===== config.mk =====
export PLATFORM = sky130hd
export DESIGN_NAME = kat_adc_sync_aligner
export DESIGN_NICKNAME = d
export VERILOG_FILES = /design/src/rtl/kat_adc_pkg.sv /design/src/rtl/kat_adc_sample_rotator.sv /design/src/rtl/kat_adc_sync_aligner.sv
export SDC_FILE = /design/constraint.sdc
export NUM_CORES = 1
export LEC_CHECK = 0
export CAP_MARGIN = 20
export CORE_UTILIZATION = 57
export CTS_CLUSTER_SIZE = 10
export DETAILED_ROUTE_END_ITERATION = 8
export PLACE_DENSITY = 0.95
export SLEW_MARGIN = 10
export SYNTH_ARGS = -nofsm -noshare
export SYNTH_HDL_FRONTEND = slang
export SYNTH_SLANG_ARGS = --single-unit

===== constraint.sdc =====
create_clock -name ctrl_clk_in -period 7.6 [get_ports ctrl_clk_in]
set_clock_uncertainty 0.05 [all_clocks]
set_input_delay 1.14 -clock ctrl_clk_in [delete_from_list [all_inputs] [get_ports ctrl_clk_in]]
set_output_delay 1.14 -clock ctrl_clk_in [all_outputs]
set_load 0.02 [all_outputs]

===== src/rtl/kat_adc_pkg.sv =====
// Shared types and helpers for the KAT ADC sync aligner.
// Defaults here size the rotator when it is used on its own.
package kat_adc_pkg;

  typedef enum logic [1:0] {
    SEARCH  = 2'd0,
    ACQUIRE = 2'd1,
    LOCKED  = 2'd2
  } state_t;

  localparam int unsigned MAX_SPC = 32;
  localparam int unsigned DEF_SPC = 4;
  localparam int unsigned PH_W    = $clog2(DEF_SPC);

  // Index of the lowest set bit; 0 when no bit is set.
  function automatic int unsigned lowest_edge_idx(input logic [MAX_SPC-1:0] edges);
    int unsigned idx;
    logic        found;
    idx   = 0;
    found = 1'b0;
    for (int unsigned i = 0; i < MAX_SPC; i++) begin
      if (edges[i] && !found) begin
        idx   = i;
        found = 1'b1;
      end
    end
    return idx;
  endfunction

endpackage


===== src/rtl/kat_adc_sample_rotator.sv =====
// Combinational two-word-to-one rotation of one channel's samples.
// Output sample j is sample (phase + j) of the concatenation {nxt_word, cur_word}.
module kat_adc_sample_rotator
  import kat_adc_pkg::*;
#(
  parameter int unsigned SPC      = DEF_SPC,
  parameter int unsigned SAMPLE_W = 8,
  parameter int unsigned PHASE_W  = PH_W
) (
  input  logic [SPC*SAMPLE_W-1:0] cur_word,
  input  logic [SPC*SAMPLE_W-1:0] nxt_word,
  input  logic [PHASE_W-1:0]      phase,
  output logic [SPC*SAMPLE_W-1:0] rot_word_c
);

  logic [2*SPC*SAMPLE_W-1:0] pair;

  always_comb begin
    pair       = {nxt_word, cur_word};
    rot_word_c = '0;
    for (int unsigned j = 0; j < SPC; j++) begin
      rot_word_c[j*SAMPLE_W +: SAMPLE_W] = pair[(j + 32'(phase))*SAMPLE_W +: SAMPLE_W];
    end
  end

endmodule


===== src/rtl/kat_adc_sync_aligner.sv =====
// ADC sync phase detector/locker and sample-stream realigner.
// Holds the FSM, period and error counters, the previous input word and the output register.
module kat_adc_sync_aligner
  import kat_adc_pkg::*;
#(
  parameter int unsigned NUM_CH     = 2,
  parameter int unsigned SPC        = 4,
  parameter int unsigned SAMPLE_W   = 8,
  parameter int unsigned LOCK_COUNT = 4,
  parameter int unsigned TIMEOUT_W  = 16,
  parameter int unsigned ERR_W      = 8
) (
  input  logic                             ctrl_clk_in,
  input  logic                             ctrl_reset_n,
  input  logic                             in_valid,
  input  logic [NUM_CH*SPC*SAMPLE_W-1:0]   in_data,
  input  logic [SPC-1:0]                   in_sync,
  input  logic [NUM_CH-1:0]                in_ovr,
  input  logic                             ovr_clear,
  input  logic                             err_clear,
  output logic                             out_valid,
  output logic [NUM_CH*SPC*SAMPLE_W-1:0]   out_data,
  output logic                             out_sync,
  output logic                             locked,
  output logic [$clog2(SPC)-1:0]           phase,
  output logic                             sync_err,
  output logic [ERR_W-1:0]                 sync_err_cnt,
  output logic [NUM_CH-1:0]                ovr_flag
);

  localparam int unsigned PHASE_W = $clog2(SPC);
  localparam int unsigned CH_W    = SPC * SAMPLE_W;
  localparam int unsigned DATA_W  = NUM_CH * CH_W;
  localparam int unsigned MATCH_W = $clog2(LOCK_COUNT + 1);
  localparam logic [TIMEOUT_W-1:0] PER_MAX = '1;
  localparam logic [ERR_W-1:0]     ERR_MAX = '1;

  state_t               state_q, state_d;
  logic [PHASE_W-1:0]   phase_q, phase_d;
  logic [MATCH_W-1:0]   match_q, match_d;
  logic [TIMEOUT_W-1:0] per_q, per_d;
  logic                 prev_last_q, prev_last_d;
  logic [DATA_W-1:0]    prev_data_q, prev_data_d;
  logic                 prev_edge_q, prev_edge_d;
  logic                 have_prev_q, have_prev_d;
  logic                 out_valid_q, out_valid_d;
  logic [DATA_W-1:0]    out_data_q, out_data_d;
  logic                 out_sync_q, out_sync_d;
  logic                 locked_q, locked_d;
  logic                 sync_err_q, sync_err_d;
  logic [ERR_W-1:0]     err_cnt_q, err_cnt_d;
  logic [NUM_CH-1:0]    ovr_q, ovr_d;

  // Sample-granular rising edge; slot 0 looks back at the last sample of the previous word.
  logic [SPC-1:0]     edges_c;
  logic               edge_found_c;
  logic [PHASE_W-1:0] edge_idx_c;
  logic [DATA_W-1:0]  rot_c;

  assign edges_c      = in_sync & ~{in_sync[SPC-2:0], prev_last_q};
  assign edge_found_c = |edges_c;
  assign edge_idx_c   = PHASE_W'(lowest_edge_idx(MAX_SPC'(edges_c)));

  for (genvar c = 0; c < NUM_CH; c++) begin : g_ch
    kat_adc_sample_rotator #(
      .SPC      (SPC),
      .SAMPLE_W (SAMPLE_W),
      .PHASE_W  (PHASE_W)
    ) u_rot (
      .cur_word   (prev_data_q[c*CH_W +: CH_W]),
      .nxt_word   (in_data[c*CH_W +: CH_W]),
      .phase      (phase_q),
      .rot_word_c (rot_c[c*CH_W +: CH_W])
    );
  end

  always_comb begin
    state_d     = state_q;
    phase_d     = phase_q;
    match_d     = match_q;
    per_d       = per_q;
    prev_last_d = prev_last_q;
    prev_data_d = prev_data_q;
    prev_edge_d = prev_edge_q;
    have_prev_d = have_prev_q;
    out_valid_d = 1'b0;
    out_data_d  = out_data_q;
    out_sync_d  = 1'b0;
    sync_err_d  = 1'b0;

    if (in_valid) begin
      prev_last_d = in_sync[SPC-1];
      prev_data_d = in_data;
      prev_edge_d = edge_found_c;
      have_prev_d = 1'b1;

      if (edge_found_c) begin
        per_d = TIMEOUT_W'(1);
      end else if (per_q != PER_MAX) begin
        per_d = per_q + TIMEOUT_W'(1);
      end

      unique case (state_q)
        SEARCH: begin
          if (edge_found_c) begin
            state_d = ACQUIRE;
            phase_d = edge_idx_c;
            match_d = '0;
          end
        end
        ACQUIRE: begin
          if (edge_found_c) begin
            if (edge_idx_c == phase_q) begin
              match_d = match_q + MATCH_W'(1);
              if (match_q == MATCH_W'(LOCK_COUNT - 1)) state_d = LOCKED;
            end else begin
              phase_d = edge_idx_c;
              match_d = '0;
            end
          end
        end
        LOCKED: begin
          if (edge_found_c && (edge_idx_c != phase_q)) begin
            sync_err_d = 1'b1;
            state_d    = ACQUIRE;
            phase_d    = edge_idx_c;
            match_d    = '0;
          end else if (!edge_found_c && (per_d == PER_MAX)) begin
            sync_err_d = 1'b1;
            state_d    = SEARCH;
          end
        end
        default: state_d = SEARCH;
      endcase

      // The word straddling a phase change is dropped so no sample appears twice.
      out_valid_d = have_prev_q && (phase_d == phase_q);
      out_sync_d  = out_valid_d && prev_edge_q;
      if (out_valid_d) out_data_d = rot_c;
    end

    locked_d = (state_d == LOCKED);

    err_cnt_d = err_cnt_q;
    if (err_clear) begin
      err_cnt_d = sync_err_d ? ERR_W'(1) : '0;
    end else if (sync_err_d && (err_cnt_q != ERR_MAX)) begin
      err_cnt_d = err_cnt_q + ERR_W'(1);
    end

    ovr_d = (ovr_q & ~{NUM_CH{ovr_clear}}) | (in_ovr & {NUM_CH{in_valid}});
  end

  always_ff @(posedge ctrl_clk_in or negedge ctrl_reset_n) begin
    if (!ctrl_reset_n) begin
      state_q     <= SEARCH;
      phase_q     <= '0;
      match_q     <= '0;
      per_q       <= '0;
      prev_last_q <= 1'b0;
      prev_data_q <= '0;
      prev_edge_q <= 1'b0;
      have_prev_q <= 1'b0;
      out_valid_q <= 1'b0;
      out_data_q  <= '0;
      out_sync_q  <= 1'b0;
      locked_q    <= 1'b0;
      sync_err_q  <= 1'b0;
      err_cnt_q   <= '0;
      ovr_q       <= '0;
    end else begin
      state_q     <= state_d;
      phase_q     <= phase_d;
      match_q     <= match_d;
      per_q       <= per_d;
      prev_last_q <= prev_last_d;
      prev_data_q <= prev_data_d;
      prev_edge_q <= prev_edge_d;
      have_prev_q <= have_prev_d;
      out_valid_q <= out_valid_d;
      out_data_q  <= out_data_d;
      out_sync_q  <= out_sync_d;
      locked_q    <= locked_d;
      sync_err_q  <= sync_err_d;
      err_cnt_q   <= err_cnt_d;
      ovr_q       <= ovr_d;
    end
  end

  assign out_valid    = out_valid_q;
  assign out_data     = out_data_q;
  assign out_sync     = out_sync_q;
  assign locked       = locked_q;
  assign phase        = phase_q;
  assign sync_err     = sync_err_q;
  assign sync_err_cnt = err_cnt_q;
  assign ovr_flag     = ovr_q;

endmodule


== Word level (Yosys, flattened, before mapping) ==
Index checks and enable logic that the tools add are counted.

* Mux-type cells: 37
* $add $sub $neg: 6
* Equality and inequality tests: 13
* Bitwise operators: 6
* Reduce and logical (&&, ||, !) cells: 18
* Shift-type cells: 8

{| class="wikitable"
|+ Operator list
! kind !! count
|-
| indexed part select 64 x 33 -> 8 bit || 6
|-
| indexed part select 64 x 6 -> 8 bit || 2
|-
| two-way mux 16 bit || 3
|-
| two-way mux 2 bit || 14
|-
| adder 16 x 1 -> 16 bit (second input constant) || 1
|-
| equality test 16 bit (second input constant) || 1
|-
| two-way mux 8 bit || 2
|-
| != test 16 bit (second input constant) || 1
|-
| two-way mux 3 bit || 4
|-
| one-hot mux 2 bit (3 select lines) || 2
|-
| two-way mux 1 bit || 11
|-
| one-hot mux 3 bit (3 select lines) || 1
|-
| adder 8 x 1 -> 8 bit (second input constant) || 1
|-
| logical AND 1 bit || 8
|-
| != test 8 bit (second input constant) || 1
|-
| adder 2 x 2 -> 3 bit (first input constant) || 2
|-
| != test 2 bit (second input constant) || 3
|-
| AND reduction 5 bit || 1
|-
| bitwise AND 2 bit || 2
|-
| bitwise AND 4 bit || 1
|-
| equality test 2 bit || 2
|-
| equality test 2 bit (second input constant) || 2
|-
| zero test 1 bit || 4
|-
| inverter 4 bit || 1
|-
| 12 further kinds || 12
|}

* Bits of input ports: 75
* Register bits after elaboration: 168

== Longest topological paths before layout ==
Gate-level depths: netlist of the first run.

* Depth in word-level cells: 21
* Gate-level depth with buffers: 11
* Mapped depth without buffers: 9

== Hierarchy ==
From an unflattened synthesis of the first run, not the netlist that was laid out.

* Cells, all modules: 634
* Area, all modules: 8848.5 µm²

{| class="wikitable"
|+ By module, submodules not included
! module !! times used !! cells an instance !! seq. area each (µm²) !! area an instance (µm²)
|-
| kat_adc_sync_aligner || 1 || 554 || 4204.0 || 7199.4
|-
| kat_adc_sample_rotator || 2 || 40 || 0.0 || 824.5
|}

== Worst setup path before layout of the first run ==
OpenSTA, ideal clock, no wires.

* Kind: in2reg
* Start point: in in_sync[3]
* End point: reg err_cnt_q[7], in the netlist sync_err_cnt[7]
* Setup slack: 4.386 ns
* Required time: 7.472 ns
* Arrival: 3.086 ns
* Stages: 8
* Path through: nor2b_1 or2_1 nor2_1 nand2_1 nor4_4 a41oi_4 or4_1 a21oi_1

* Cells in the longest elaborated chain, start to end: 12

{| class="wikitable"
|+ RTL lines
! item !! line !! text
|-
| start: declaration || kat_adc_sync_aligner.sv:17 || <nowiki>input logic [SPC-1:0] in_sync,</nowiki>
|-
| bitwise AND 4 bit (*) || kat_adc_sync_aligner.sv:60 || <nowiki>assign edges_c = in_sync & ~{in_sync[SPC-2:0], prev_last_q};</nowiki>
|-
| OR reduction 4 bit || kat_adc_sync_aligner.sv:61 || <nowiki>assign edge_found_c = |edges_c;</nowiki>
|-
| two-way mux 16 bit || kat_adc_sync_aligner.sv:97 || <nowiki>if (edge_found_c) begin</nowiki>
|-
| two-way mux 16 bit || kat_adc_sync_aligner.sv:91 || <nowiki>if (in_valid) begin</nowiki>
|-
| equality test 16 bit || kat_adc_sync_aligner.sv:128 || <nowiki>end else if (!edge_found_c && (per_d == PER_MAX)) begin</nowiki>
|-
| logical AND 1 bit || kat_adc_sync_aligner.sv:128 ||
|-
| two-way mux 1 bit || kat_adc_sync_aligner.sv:128 ||
|-
| two-way mux 1 bit (*) || kat_adc_sync_aligner.sv:123 || <nowiki>if (edge_found_c && (edge_idx_c != phase_q)) begin</nowiki>
|-
| two-way mux 1 bit (*) || kat_adc_sync_aligner.sv:103 || <nowiki>unique case (state_q)</nowiki>
|-
| two-way mux 1 bit (*) || kat_adc_sync_aligner.sv:91 ||
|-
| logical AND 1 bit (*) || kat_adc_sync_aligner.sv:147 || <nowiki>end else if (sync_err_d && (err_cnt_q != ERR_MAX)) begin</nowiki>
|-
| nonzero test 2 bit (no line) (*) || -- ||
|-
| end signal: assignment || kat_adc_sync_aligner.sv:185 || <nowiki>err_cnt_q <= err_cnt_d;</nowiki>
|-
| end: declaration || kat_adc_sync_aligner.sv:51 || <nowiki>logic [ERR_W-1:0] err_cnt_q, err_cnt_d;</nowiki>
|}

Every way passes the cells marked *; elsewhere a longest branch is shown, timed or not. The select of a mux whose other input is x is not followed.
A chain may end at the register's enable or synchronous reset.

== Final worst setup path of the first run ==
* Start point: in in_sync[3]
* End point: reg out_data_q[5], in the netlist out_data[5]

* Cells in the longest elaborated chain, start to end: 11

{| class="wikitable"
|+ RTL lines
! item !! line !! text
|-
| bitwise AND 4 bit (*) || kat_adc_sync_aligner.sv:60 ||
|-
| logical AND 1 bit || kat_adc_pkg.sv:22 || <nowiki>if (edges[i] && !found) begin</nowiki>
|-
| two-way mux 2 bit || kat_adc_pkg.sv:22 ||
|-
| equality test 2 bit or != test 2 bit (tied branches) || kat_adc_sync_aligner.sv:113, kat_adc_sync_aligner.sv:123 ||
|-
| two-way mux 2 bit or logical AND 1 bit (tied branches) || kat_adc_sync_aligner.sv:113, kat_adc_sync_aligner.sv:123 ||
|-
| two-way mux 2 bit (on tied branches) || kat_adc_sync_aligner.sv:112, kat_adc_sync_aligner.sv:123 ||
|-
| one-hot mux 2 bit (3 select lines) (*) || kat_adc_sync_aligner.sv:103 ||
|-
| two-way mux 2 bit (*) || kat_adc_sync_aligner.sv:91 ||
|-
| equality test 2 bit (*) || kat_adc_sync_aligner.sv:137 || <nowiki>out_valid_d = have_prev_q && (phase_d == phase_q);</nowiki>
|-
| logical AND 1 bit (*) || kat_adc_sync_aligner.sv:137 ||
|-
| AND reduction 2 bit (no line) (*) || -- ||
|-
| end signal: assignment || kat_adc_sync_aligner.sv:181 || <nowiki>out_data_q <= out_data_d;</nowiki>
|-
| end: declaration || kat_adc_sync_aligner.sv:47 || <nowiki>logic [DATA_W-1:0] out_data_q, out_data_d;</nowiki>
|}

Marks and branches as above.

==> results.txt, run 1 <==
The run finished with clean final reports. Port buffering added 154 buffers. The clock insertion delay at the later pin of the skew report is 0.43 ns. Entering global routing, the biggest net connects between 90 and 100 pins. The cell that appears most often on the critical path is sky130_fd_sc_hd__buf_4.

The largest voltage drop on the vdd net came out at approximately 0.00020 V. In the synthesized netlist the dominant register cell turns out to be sky130_fd_sc_hd__dfrtp_1. The ratio of final minimum period to clock period is 0.592. The total negative slack came out at 0 ns. After floorplanning, the core was divided into 44 placement rows. Setup repair after global routing left no endpoint under its margin. The final-report hold violation count is 0. For this block, the initial DRC count from the detailed router was approximately 550. STA classifies the critical path endpoint as a register. Of the post-synthesis cell area, the dominant cell type holds 0.492.

The worst register-to-register path begins at phase[0]. The cell family contributing the most delay on the critical path is buffers and inverters. The worst-margin pin slew is 0.912 ns.

The largest driver fanout on the critical path came out at 97. In this run the cell area of the synthesized design comes to 0.00855 sq mm. The floorplan step set the die width to 124 um. The signal arrival time at the worst endpoint came out at approximately 4.8 ns. The kind of start point of the critical path is a primary input. The number of top-level pins is 155. The delay contributed by the slowest stage of the critical path is around 0.66 ns. Headroom to the max-slew limit came out at 0.392. The endpoint of the worst setup timing path is out_data[5]. The Yosys warning count came out at 0. The data required time at the worst endpoint is 7.87 ns. The worst-case hold slack came out at 0.415 ns. Detailed placement finished with a half-perimeter wire length of around 14 mm. Counting both buffers and inverters, the worst setup path holds a total of 4.

In this run the power density over the cells is 323 mW/mm^2. In the synthesized netlist the async set-or-reset flop fraction comes to 1.00. The maximum clock insertion buffer count came out at 2. The total congestion overflow is 0. Sorting the synthesized cells by how often they occur yields sky130_fd_sc_hd__dfrtp_1, sky130_fd_sc_hd__nand2_1, sky130_fd_sc_hd__mux2_2, sky130_fd_sc_hd__nor2_1, sky130_fd_sc_hd__a21oi_1. The share of synthesized area occupied by flip-flops and latches came out at 0.492. The flip-flop and latch count after synthesis is 168. The number of antenna diodes came out at 0. The detailed-route vias per instance is roughly 6.0. At the end of routability-driven placement, the weighted congestion stood at 0.882. The total power came out at 3.48 mW. In this run the number of H-tree levels came out at 4. The via count of the first global-routing pass is about 7,000.

The clock tree from TritonCTS is done. The floorplan step set the die height to between 100 and 150 um. For this design, the slowest cell found on the critical path is sky130_fd_sc_hd__buf_4.

The effective utilization at floorplan is 0.586. Compared with the post-synthesis result, the final layout area differs by 25.9%. Synthesis handed over a netlist of 865 instances. Hold repair after CTS inserted 0 buffers.

In this run the critical register-to-register path is captured at out_data[5]. The least setup slack across all paths after layout is 3.10 ns. The detailed-route DRC error count came out at 0.

The overall fraction of global-route tracks in use is 0.286. In this run, synthesis inferred 0 flip-flops with an integrated enable. The remaining antenna violation count after routing is 0.

The wire length per cell is between 15 and 20 um. The CTS clock-pin slew for the worst setup and hold paths came out at 0.07 ns. Among all cell types in the netlist, the one instantiated most often is sky130_fd_sc_hd__dfrtp_1. The fraction of final layout cells with drive strength greater than 1 came out at 0.159. In this run, CTS created clock tree buffers numbering 17. The max-cap check violation count came out at 0. Gates resized during post-CTS repair numbered 0.

The net count of the finished layout is between 1,000 and 1,500. The number of antenna violations at the first check in global routing came out at 0. The post-CTS setup-driven buffer insertion count came out at 0.

The synthesized netlist contains 60 unique library cells. The number of sinks on the clock net came out at 168. The count of final max-slew check failures came to 0.

The total placed instance area came out at 0.0101 sq mm. The floorplan step defined a die boundary enclosing 0.0155 sq mm. The number of cells traversed by the worst register-to-register path is 10.

The global-route wire length before repair is 35.0 mm. The setup-violating endpoint count in the final report came out at 0. The logic depth of the worst setup path including buffers came out at 12. The post-synthesis net count came out at 944. The total via count in the routed design came out at a little over 7,000. Traced cell by cell, the critical path runs through clkdlybuf4s50_1 -> nor2b_1 -> and2_1 -> o21ai_1 -> nor3b_1 -> nor2_1 -> a21o_2 -> buf_4 -> clkinv_1 -> buf_4 -> o211ai_1 -> nand2_1. The core outline area is approximately 0.015 sq mm. Summed over all instances, the cell type with the most area after synthesis is sky130_fd_sc_hd__dfrtp_1. Static timing analysis puts the maximum clock frequency at 0.222 GHz.

The average cell area after synthesis came out at 9.88 sq um. The leakage component of the power came out at approximately 4.6 nW. The path class of the tightest hold or removal check is register to register. The critical path is of the primary input to register type. The final non-filler cell area is 0.0108 sq mm. The minimum clock period after layout is 4.50 ns. The clock root buffer is sky130_fd_sc_hd__clkbuf_16. At the placement stage, the worst setup path has a slack of approximately 2.7 ns. The worst setup slack for register-to-register paths is between 3 and 4 ns.

For this run, the detailed router's first-pass iteration total came to 5. The critical path starts at in_sync[3]. The post-detailed-routing wire length came out at 21.4 mm.

Yosys attributes the largest share of cell area to sky130_fd_sc_hd__dfrtp_1, sky130_fd_sc_hd__mux2_2, sky130_fd_sc_hd__nand2_1, sky130_fd_sc_hd__mux2i_1, sky130_fd_sc_hd__a21oi_1.
[layout make-up]
type	count	area, sq um
Tap cell	184	230
Clock buffer	20	447
Inverter	12	45.0
Fill cell	929	3820
Clock inverter	11	146
Timing Repair Buffer	162	1630
Multi-Input combinational cell	625	4060
Sequential cell	168	4210
[worst register-to-register path, stage by stage, from the launching register on]
cell and delay [ns]:
sky130_fd_sc_hd__dfrtp_2 0.41, sky130_fd_sc_hd__inv_2 0.42, sky130_fd_sc_hd__o21ai_1 0.16, sky130_fd_sc_hd__nor3b_1 0.20, sky130_fd_sc_hd__nor2_1 0.26, sky130_fd_sc_hd__a21o_2 0.17
sky130_fd_sc_hd__buf_4 0.66, sky130_fd_sc_hd__clkinv_1 0.72, sky130_fd_sc_hd__buf_4 0.41, sky130_fd_sc_hd__o211ai_1 0.15, sky130_fd_sc_hd__nand2_1 0.08
[per-stage QoR]
step / std cells / utilization
6_report: 1182 / 0.738
5_1_grt: 1182 / 0.738
4_1_cts: 1180 / 0.735
3_5_place_dp: 1149 / 0.694
3_3_place_gp: 1149 / 0.694
2_1_floorplan: 865 / -
[metal layers]
layer | routed length, um | share of wire | GRT usage
met4 | 926 | 0.043 | 0.151
met1 | 8820 | 0.41 | 0.368
met5 | 0 | 0 | 0
met3 | 1300 | 0.060 | 0.0580
met2 | 10400 | 0.48 | 0.458
[sequential cells by signal, indices dropped and copies added, names as in the netlist, 2 cells and up]
| register | count |
|---|---|
| sync_err_cnt | 8 |
| phase | 2 |
| match_q | 3 |
| per_q | 16 |
| state_q | 2 |
| ovr_flag | 2 |
| out_data | 64 |
| prev_data_q | 64 |
[cell families (layout without fill, tap and decap cells)]
kind of cell,count (synthesis),in the layout,share of synthesized area
buffers and inverters,72,205,0.0338
flip-flops,168,168,0.492
AND/OR/NAND/NOR,300,300,0.162
AO/OA/AOI/OAI,183,183,0.131
adder cells (fa/ha/maj),5,5,0.00703
multiplexers,134,134,0.172
XOR/XNOR,3,3,0.00307
[cell usage in the layout, fill, tap and decap left out, drive strengths merged, types with 16 or more instances in the layout]
cell | Yosys | routed
mux2i | 33 | 33
clkbuf | 52 | 20
a211oi | 17 | 17
o21ai | 52 | 52
nor2b | 23 | 23
mux2 | 101 | 101
dfrtp | 168 | 168
o211ai | 16 | 16
nand2 | 156 | 156
nor2 | 64 | 64
a21oi | 63 | 63
clkdlybuf4s50 | 0 | 152
[where the power goes]
group / switching (mW) / internal (mW) / total [mW]
Combinational: 0.719 / 0.586 / 1.30
Clock: 0.360 / 0.524 / 0.884
Sequential: 0.181 / 1.11 / 1.29
[worst min-delay path by stage]
stage | start | endpoint | depth (start not counted)
detailed placement | have_prev_q | have_prev_q | 1
global route | have_prev_q | have_prev_q | 1
finish | have_prev_q | have_prev_q | 1
floorplan | have_prev_q | have_prev_q | 1
global placement | have_prev_q | have_prev_q | 1
CTS | have_prev_q | have_prev_q | 1
Power figures use the tool's default switching activity.
==> inputs of run 2 (changes only) <==
--- a/config.mk
+++ b/config.mk
@@ -6,10 +6,10 @@
 export NUM_CORES = 1
 export LEC_CHECK = 0
 export CAP_MARGIN = 20
-export CORE_UTILIZATION = 57
+export CORE_UTILIZATION = 48
 export CTS_CLUSTER_SIZE = 10
 export DETAILED_ROUTE_END_ITERATION = 8
-export PLACE_DENSITY = 0.95
+export PLACE_DENSITY = 0.87
 export SLEW_MARGIN = 10
 export SYNTH_ARGS = -nofsm -noshare
 export SYNTH_HDL_FRONTEND = slang
==> constraint.sdc (replaced) <==
create_clock -name ctrl_clk_in -period 3.8 [get_ports ctrl_clk_in]
set_clock_uncertainty 0.05 [all_clocks]
set_input_delay 0.57 -clock ctrl_clk_in [delete_from_list [all_inputs] [get_ports ctrl_clk_in]]
set_output_delay 0.57 -clock ctrl_clk_in [all_outputs]
set_load 0.02 [all_outputs]
==> results.txt, run 2 (same netlist as run 1, synthesis figures left out) <==
The run finished with clean final reports. Setup repair after global routing left no endpoint under its margin. The maximum clock insertion buffer count is 2 (unchanged). The max-cap check violation count is 0 (unchanged). The detailed-route vias per instance came to 5.59 (-6.3%). The final-report hold violation count is 0 (unchanged). The total negative slack is 0 ns (unchanged). The number of sinks on the clock net was 168 (unchanged). The signal arrival time at the worst endpoint came out at 3.17 ns (-1.60 ns). The HPWL after detailed placement came out at 14.4 mm (+4.0%). Walking the worst path, the cells encountered are clkdlybuf4s50_1 -> nor2b_1 -> or2_1 -> or2_2 -> a31oi_1 -> o211a_1 -> a41oi_4 -> or4_1 -> a21oi_1. The instance count after placement with tap cells included came out at 1,195 (+4.0%). The number of antenna diodes is 0 (unchanged). The clock buffer count from CTS is 17 (unchanged). The kind of start point of the critical path is a primary input. The post-CTS setup-driven buffer insertion count is 0 (unchanged). The worst register-to-register path ends at sync_err_cnt[7]. The count of non-filler cells in the finished layout was 1,227 (+3.8%). The total via count in the routed design is 6,859 (-2.7%). The setup-violating endpoint count in the final report came out at 0 (unchanged). The number of top-level pins is 155 (unchanged). The number of cells traversed by the worst register-to-register path is 8 (-2). The number of buffers inserted for hold repair after clock tree synthesis is 0 (unchanged). STA classifies the critical path endpoint as a register.

The core outline area is 0.0174 sq mm (+19%). The total power divided by cell area is 647 mW/mm^2 (+100%). The worst setup slack for register-to-register paths came out at 0.97 ns (-2.82 ns). The worst path in the final design needs a cycle of 2.87 ns, including I/O delays and setup. The largest individual stage delay along the critical path comes from the cell sky130_fd_sc_hd__or4_1. The iteration count of the initial detailed-routing pass is 4 (-1). The clock insertion delay at the later pin of the skew report came to 0.42 ns (about the same). The leakage component of the power came out at 4.65 nW (+0.82%).

The detailed-route DRC error count came to 0 (unchanged). The leading cell type in the layout, fill and taps excluded is sky130_fd_sc_hd__dfrtp_1. The library cells used most frequently in the layout, excluding fill and tap cells, are sky130_fd_sc_hd__dfrtp_1, sky130_fd_sc_hd__nand2_1, sky130_fd_sc_hd__clkdlybuf4s50_1. The largest net degree at the start of global routing came out at 97 (-1.0%). The worst-margin pin slew was 0.850 ns (-0.0617 ns). The tree is rooted in a sky130_fd_sc_hd__clkbuf_16.

The highest achievable clock rate came out at 0.348 GHz. By startpoint and endpoint, the worst setup path is classified as primary input to register. The total congestion overflow came out at 0 (unchanged).

The count of final max-slew check failures came out at 0 (unchanged). The largest driver fanout on the critical path is 12 (-88%). The ratio of final minimum period to clock period is 0.756. The count of input and output buffers came out at 154 (unchanged). The starting DRC count in detailed routing came out at 442 (-20%). The delay contributed by the slowest stage of the critical path came to 0.55 ns (-0.11 ns). The wire length per cell is 17.2 um (-4.9%). The filler cell count in the final layout came out at 1,363 (+47%). The final weighted congestion in routability-driven placement is 0.934 (+5.9%).

The H-tree level count is 4 (unchanged). The fraction of final layout cells with drive strength greater than 1 came out at 0.163 (+0.00336). The effective utilization at floorplan came out at 0.493 (-0.0934). The via count of the first global-routing pass is 6,898 (-0.73%). The largest voltage drop on the vdd net is 0.000418 V (+110%).

The post-detailed-routing wire length came out at 21.1 mm (-1.3%). The clock tree from TritonCTS is done. The data required time at the worst endpoint is 4.10 ns (-3.77 ns). The CTS clock-pin slew for the worst setup and hold paths is 0.07 ns (about the same). The layout overhead on the synthesized area is 27.2%. The height of the die came out at 135 um (+8.8%).

The number of antenna violations at the first check in global routing came out at 0 (unchanged). The die footprint came to 0.0183 sq mm (+18%). The overall fraction of global-route tracks in use is 0.243 (-0.0428). The overall die width came out at 135 um (+8.8%).

The global-route wire length before repair came to 34.6 mm (-1.3%). The remaining antenna violation count after routing is 0 (unchanged). The post-cts repair resize count was 0 (unchanged). The path class of the tightest hold or removal check is primary input to asynchronous set/reset pin. The headroom to the max-slew limit is 0.433 (+0.0411). The startpoint identified for the worst register-to-register timing path is per_q[0].

The post-layout net count is 1,068 (+0.28%). The number of rows created at floorplan is 48 (+9.1%).
run 2: changes by cell type in the layout (fill, tap and decap cells not counted):
cell,delta
sky130_fd_sc_hd__buf_16,-1
sky130_fd_sc_hd__bufinv_16,+1
sky130_fd_sc_hd__clkinvlp_4,-2
sky130_fd_sc_hd__buf_4,+3
sky130_fd_sc_hd__a21o_4,+1
sky130_fd_sc_hd__buf_12,+1
sky130_fd_sc_hd__inv_6,-1
sky130_fd_sc_hd__clkbuf_8,+1
sky130_fd_sc_hd__a21o_2,-1
sky130_fd_sc_hd__clkinv_4,+2
run 2: power breakdown:
| group | internal, mW | total [mW] | switching, mW |
|---|---|---|---|
| clock network | 1.14 | 1.85 | 0.710 |
| logic | 1.18 | 2.67 | 1.49 |
| registers | 2.22 | 2.52 | 0.299 |
| total | 4.54 | 7.04 | 2.49 |
run 2: worst max-delay path by stage:
| stage | startpoint | to | slack [ns] | cells after the start |
|---|---|---|---|---|
| floorplan | in_sync[3] | sync_err_cnt[7] | 1.16 | 8 |
| global placement | in_sync[3] | sync_err_cnt[7] | 0.59 | 9 |
| detailed placement | in_sync[3] | out_data[2] | 0.48 | 11 |
| CTS | in_sync[3] | out_data[2] | 0.92 | 11 |
| global route | per_q[12] | sync_err_cnt[7] | 0.71 | 7 |
| finish | in_sync[3] | sync_err_cnt[7] | 0.93 | 9 |
run 2: worst max-delay path: cells and delay by family:
family / cells / cell delay [ns]
compound gates: 4 / 0.83
buf+inv: 1 / 0.43
simple gates: 4 / 1.36
run 2: per-layer routing:
layer  GRT usage  share of wire  up-vias
met1       0.306           0.43     3350
met4      0.0968          0.030        0
met2       0.399           0.49      199
met3      0.0643          0.055       38
li1            -              -     3272
met5           0              0        -
run 2: per-stage QoR:
| step | power, mW | hold slack [ns] | util | setup WS [ns] | area, sq um |
|---|---|---|---|---|---|
| 3_3_place_gp | 5.14 | 0.403 | 0.590 | 0.590 | 10200 |
| 4_1_cts | 7.08 | 0.176 | 0.627 | 0.920 | 10900 |
| 5_1_grt | 7.42 | 0.197 | 0.627 | 0.713 | 10900 |
| 6_report | 7.04 | 0.143 | 0.627 | 0.927 | 10900 |
| 2_1_floorplan | 4.02 | 0.224 | - | 1.16 | 8550 |
| 3_5_place_dp | 5.21 | 0.409 | 0.590 | 0.484 | 10200 |
run 2: final cells by class:
class / count / area (sq um) / share of cell area
Multi-Input combinational cell: 625 / 4060 / 0.374
Clock inverter: 11 / 170 / 0.0156
Sequential cell: 168 / 4210 / 0.387
Clock buffer: 21 / 460 / 0.0423
Inverter: 12 / 45.0 / 0.00414
Timing Repair Buffer: 165 / 1650 / 0.151
Tap cell: 225 / 282 / 0.0259
